**src/rtl/fir_mac_sequencer.sv**
```systemverilog
`default_nettype none
// ============================================================================
// Module   : fir_mac_sequencer
// Purpose  : Sequences a 64-tap FIR multiply-accumulate over external sample
//            and coefficient stores, with Q15 rounding and saturation.
// Revision : 1.0 - initial release
// ============================================================================
module fir_mac_sequencer #(
    parameter int DATA_SIZE = 16,
    parameter int ADDR_SIZE = 6,
    parameter int ACC_SIZE  = 40
) (
    input  logic                 rclk,
    input  logic                 rrst,
    input  logic                 start,
    input  logic [ADDR_SIZE-1:0] head_addr,
    output logic [ADDR_SIZE-1:0] raddr,
    input  logic [DATA_SIZE-1:0] rdata,
    output logic [ADDR_SIZE-1:0] coef_addr,
    input  logic [DATA_SIZE-1:0] coef_data,
    output logic [DATA_SIZE-1:0] out_data,
    output logic                 out_valid,
    output logic                 busy,
    output logic                 overrun
);

    localparam int PROD_SIZE = 2 * DATA_SIZE;
    localparam int SHIFT     = DATA_SIZE - 1;

    localparam logic [1:0] c_IDLE  = 2'd0;
    localparam logic [1:0] c_ACCUM = 2'd1;
    localparam logic [1:0] c_DRAIN = 2'd2;
    localparam logic [1:0] c_ROUND = 2'd3;

    // Half an output LSB, and the output range expressed at accumulator width
    localparam logic signed [ACC_SIZE-1:0] c_ROUND_BIAS =
        {{(ACC_SIZE-DATA_SIZE+1){1'b0}}, 1'b1, {(DATA_SIZE-2){1'b0}}};
    localparam logic signed [ACC_SIZE-1:0] c_SAT_MAX =
        {{(ACC_SIZE-DATA_SIZE+1){1'b0}}, {(DATA_SIZE-1){1'b1}}};
    localparam logic signed [ACC_SIZE-1:0] c_SAT_MIN =
        {{(ACC_SIZE-DATA_SIZE+1){1'b1}}, {(DATA_SIZE-1){1'b0}}};

    logic [1:0]                  r_state;
    logic [ADDR_SIZE-1:0]        r_k;
    logic [ADDR_SIZE-1:0]        r_head;
    logic signed [ACC_SIZE-1:0]  r_acc;
    logic signed [PROD_SIZE-1:0] r_prod;
    logic [DATA_SIZE-1:0]        r_out;
    logic                        r_valid;
    logic                        r_overrun;

    logic signed [PROD_SIZE-1:0] w_prod;
    logic signed [ACC_SIZE-1:0]  w_prod_ext;
    logic signed [ACC_SIZE-1:0]  w_biased;
    logic signed [ACC_SIZE-1:0]  w_shifted;
    logic [DATA_SIZE-1:0]        w_sat;
    logic                        w_idle;

    assign w_idle     = (r_state == c_IDLE);
    assign w_prod     = $signed(rdata) * $signed(coef_data);
    assign w_prod_ext = {{(ACC_SIZE-PROD_SIZE){r_prod[PROD_SIZE-1]}}, r_prod};
    assign w_biased   = r_acc + c_ROUND_BIAS;
    assign w_shifted  = w_biased >>> SHIFT;

    always_comb begin
        w_sat = w_shifted[DATA_SIZE-1:0];
        if (w_shifted > c_SAT_MAX) begin
            w_sat = c_SAT_MAX[DATA_SIZE-1:0];
        end else if (w_shifted < c_SAT_MIN) begin
            w_sat = c_SAT_MIN[DATA_SIZE-1:0];
        end
    end

    // Newest sample sits at head; tap k reads k samples back, wrapping naturally
    assign raddr     = w_idle ? head_addr : (r_head - r_k);
    assign coef_addr = w_idle ? {ADDR_SIZE{1'b0}} : r_k;

    assign out_data  = r_out;
    assign out_valid = r_valid;
    assign busy      = ~w_idle;
    assign overrun   = r_overrun;

    always_ff @(posedge rclk) begin
        if (rrst) begin
            r_state   <= c_IDLE;
            r_k       <= '0;
            r_head    <= '0;
            r_acc     <= '0;
            r_prod    <= '0;
            r_out     <= '0;
            r_valid   <= 1'b0;
            r_overrun <= 1'b0;
        end else begin
            r_valid <= 1'b0;
            if (start && !w_idle) begin
                r_overrun <= 1'b1;
            end
            case (r_state)
                c_IDLE: begin
                    if (start) begin
                        r_head  <= head_addr;
                        r_k     <= '0;
                        r_acc   <= '0;
                        r_prod  <= '0;
                        r_state <= c_ACCUM;
                    end
                end
                c_ACCUM: begin
                    // Product lags one cycle; the first addition adds the cleared product
                    r_prod <= w_prod;
                    r_acc  <= r_acc + w_prod_ext;
                    r_k    <= r_k + ADDR_SIZE'(1);
                    if (r_k == {ADDR_SIZE{1'b1}}) begin
                        r_state <= c_DRAIN;
                    end
                end
                c_DRAIN: begin
                    r_acc   <= r_acc + w_prod_ext;
                    r_state <= c_ROUND;
                end
                c_ROUND: begin
                    r_out   <= w_sat;
                    r_valid <= 1'b1;
                    r_state <= c_IDLE;
                end
                default: r_state <= c_IDLE;
            endcase
        end
    end

endmodule
`default_nettype wire

```
**config.mk**
```make
export PLATFORM = sky130hd
export DESIGN_NAME = fir_mac_sequencer
export DESIGN_NICKNAME = d
export VERILOG_FILES = /design/src/rtl/fir_mac_sequencer.sv
export SDC_FILE = /design/constraint.sdc
export NUM_CORES = 1
export LEC_CHECK = 0
export ABC_CLOCK_PERIOD_IN_PS = 13600
export BUFFER_PORTS_ARGS = -buffer_cell sky130_fd_sc_hd__clkbuf_2
export CAP_MARGIN = 30
export CORE_MARGIN = 10
export CORE_UTILIZATION = 45
export CTS_CLUSTER_DIAMETER = 200
export DETAILED_ROUTE_END_ITERATION = 7
export PLACE_DENSITY_LB_ADDON = 0.08
export SLEW_MARGIN = 10
export SYNTH_ARGS = -nofsm -noshare
export SYNTH_HDL_FRONTEND = slang
export SYNTH_SLANG_ARGS = --single-unit
```
**constraint.sdc**
```tcl
create_clock -name rclk -period 13.6 [get_ports rclk]
set_input_delay 0.68 -clock rclk [delete_from_list [all_inputs] [get_ports rclk]]
set_output_delay 0.68 -clock rclk [all_outputs]
set_load 0.01 [all_outputs]
```
==> impl_metrics.csv <==
group,metric,value,unit
detailed_routing,wl_per_cell,18.21,microns
cells_and_area,num-nets-final,2352,
floorplanning,pin_count,72,
grt,grt_max_degree,46,
cells_and_area,fillerInstances,3544,
detailed_routing,drt_wl_total,43360,microns
detailed_routing,drtIter0Drc,819,
grt,antenna_found_initial,0,
setup_path,worstReg2RegStart,"r_acc[6]",
grt,grt_pass1_wl,70120,microns
detailed_routing,drtAntennaViolNets,0,
clock_network,post_cts_buffers,0,
grt,grt_pass1_vias,12970,
clock_network,cts_tree,"done",
sta,tns,0,ns
synth,syn_area_per_cell,8.628,sq um
floorplanning,rows,69,
sta,setup_ws,6.638,ns
clock_network,clock_sink_count,104,
clock_network,htree_levels,3,
detailed_routing,drc,0,
setup_path,required,13.87,ns
sta,skew,0.01860,ns
sta,post-route-min-period,6.962,ns
setup_path,worstPathArrival,7.23,ns
synth,seq_area_frac_synth,12.72,%
grt,grt_util_all_layers,19.75,%
floorplanning,die_h,210.7,microns
sta,relSlewSlack,42.92,%
synth,synth_flop_cell,"dfxtp_1",
synth,synth-edff-count,0,
floorplanning,dieWidth,210.7,microns
sta,hold_viol_final,0,
detailed_routing,post_drt_via_cell_ratio,5.326,
detailed_routing,drt_pass1_iterations,5,
grt,grt_overflow,0,
clock_network,numCtsBuffers,9,
placed_design,port_buffers,71,
setup_path,r2r_cells,11,
clock_network,clk_pin_slew,0.08,ns
placed_design,post-dp-hpwl,35610,microns
synth,yosysWarnings,0,
setup_path,cp-end-kind,"register",
clock_network,clockBufferDepth,2,
sta,setup_viol,0,
cells_and_area,layout_common_cells,"inv_1, fa_1, nand2_1",
cells_and_area,design_area,17420,sq um
sta,worst_pin_slew,0.8545,ns
setup_path,path_class,"in2reg",
floorplanning,coreArea,35740,sq um
floorplanning,die_area,44400,sq um
worst_hold_path,hold_depth,2,
cells_and_area,syn_to_final_growth,6.452,%
setup_path,critPathLaunchType,"input port",
synth,synth_fp_nets,2334,
synth,ys_ff_latch,104,
sta,grt_setup_unrepaired,"false",
setup_path,path_max_fanout,16,
clock_network,root_buffer,"clkbuf_16",
run,drv_cap,0,
clock_network,worst_skew_pair.late_latency,0.38,ns
worst_hold_path,min-delay-start,"r_acc[3]",
floorplanning,start_util,45.80,%
cells_and_area,diodes,0,
outcome,status,"complete, no violations",
cells_and_area,drive_gt1_share,5.573,%
clock_network,hold_buffers,0,
clock_network,cts_resized,0,
worst_hold_path,hold_class,"reg2reg",
placed_design,place_area,17110,sq um
sta,finalCritPeriodShare,51.19,%
synth,syn_inst,1897,
synth,syn_area,16370,sq um
synth,synth-async-reset-ratio,0,%
sta,max_freq,143.6,MHz
placed_design,place.gp.congestion,0.8738,
cells_and_area,final_common_cell,"inv_1",
setup_path,startpoint,"rdata[0]",
sta,slew_violations,0,
detailed_routing,vias,12680,
placed_design,pre_cts_slack,6.242,ns
synth,yosysUniqueCellTypes,63,
==> logic make-up (layout without fill, tap and decap cells) <==
| kind of cell | after synthesis | after routing | synth area share, % |
|---|---|---|---|
| and+or+nand+nor | 560 | 560 | 16.73 |
| buffers and inverters | 425 | 448 | 9.769 |
| adders and majority gates | 396 | 396 | 42.38 |
| AOI/OAI and AO/OA | 322 | 322 | 13.57 |
| DFF | 104 | 104 | 12.72 |
| xor gates and xnor gates | 88 | 88 | 4.709 |
| muxes | 2 | 2 | 0.1223 |
==> registers in the layout, summed over array words and instances (netlist names) <==
register   cells
r_k            6
out_data      16
r_state        2
r_head         6
r_acc         40
overrun        1
r_prod        32
out_valid      1
==> cells in the mapped netlist, types with 21 or more instances <==
| cell type | instances | share of area [%] |
|---|---|---|
| inv_1 | 351 | 8.0 |
| fa_1 | 264 | 32 |
| nand2_1 | 165 | 3.8 |
| and2_1 | 132 | 5.0 |
| ha_1 | 132 | 10 |
| nor2_1 | 125 | 2.9 |
| dfxtp_1 | 104 | 13 |
| a21oi_1 | 78 | 2.4 |
| clkbuf_1 | 69 | 1.6 |
| xnor2_1 | 56 | 3.0 |
| a21o_1 | 40 | 1.8 |
| a22oi_1 | 37 | 1.7 |
| o21ai_0 | 37 | 1.1 |
| nand3_1 | 33 | 1.0 |
| xor2_1 | 32 | 1.7 |
| nor3_1 | 24 | 0.73 |
| a22o_1 | 22 | 1.2 |
| o21a_1 | 21 | 0.96 |
==> worst paths after layout <==
kind,endpoint,slack (ns)
worst min register to register,r_acc[3],0.46
worst max-delay path,r_prod[26],6.64
worst max register to register,r_acc[33],10.15
worst min-delay path,r_acc[3],0.46
==> metrics by stage <==
step,hold WS [ns],utilization [%],std cells
after global routing,0.4788,48.75,2381
after global placement,0.4443,47.79,2363
after CTS,0.4624,48.75,2381
final,0.4634,48.75,2381
after floorplan,0.4362,-,1897
after detailed placement,0.4525,47.86,2365
==> per-layer routing <==
layer	up-vias	global-route usage [%]	part of all wire, %
li1	6102	-	-
met2	261	33.70	48
met1	6260	26.00	46
met3	59	1.988	3.6
met4	0	5.819	2.3
met5	-	0	0
==> worst max-delay path: stages <==
cell       delay [ns]
clkbuf_2         0.26
nand2b_1         0.30
fa_1             0.53
fa_1             0.55
inv_1            0.05
fa_1             0.50
fa_1             0.51
fa_1             0.54
inv_1            0.05
fa_1             0.52
inv_1            0.04
ha_1             0.35
a21o_1           0.20
a211oi_1         0.34
nor2_1           0.08
a2111oi_0        0.39
a21oi_1          0.23
a21o_1           0.23
a221o_1          0.31
a211o_1          0.30
a32o_1           0.25
==> area by class of cell <==
class,instances,area [sq um],area share (%)
Multi-Input combinational cell,1368,12690,72.86
Sequential cell,104,2082,11.95
Inverter,352,1321,7.583
Tap cell,461,576.8,3.310
Timing Repair Buffer,80,430.4,2.470
Clock buffer,9,225.2,1.293
Clock inverter,7,93.84,0.5386
Power is left out: the tool's default activity adds up to more than one toggle a clock period on the data nets, which glitch-free logic cannot reach.
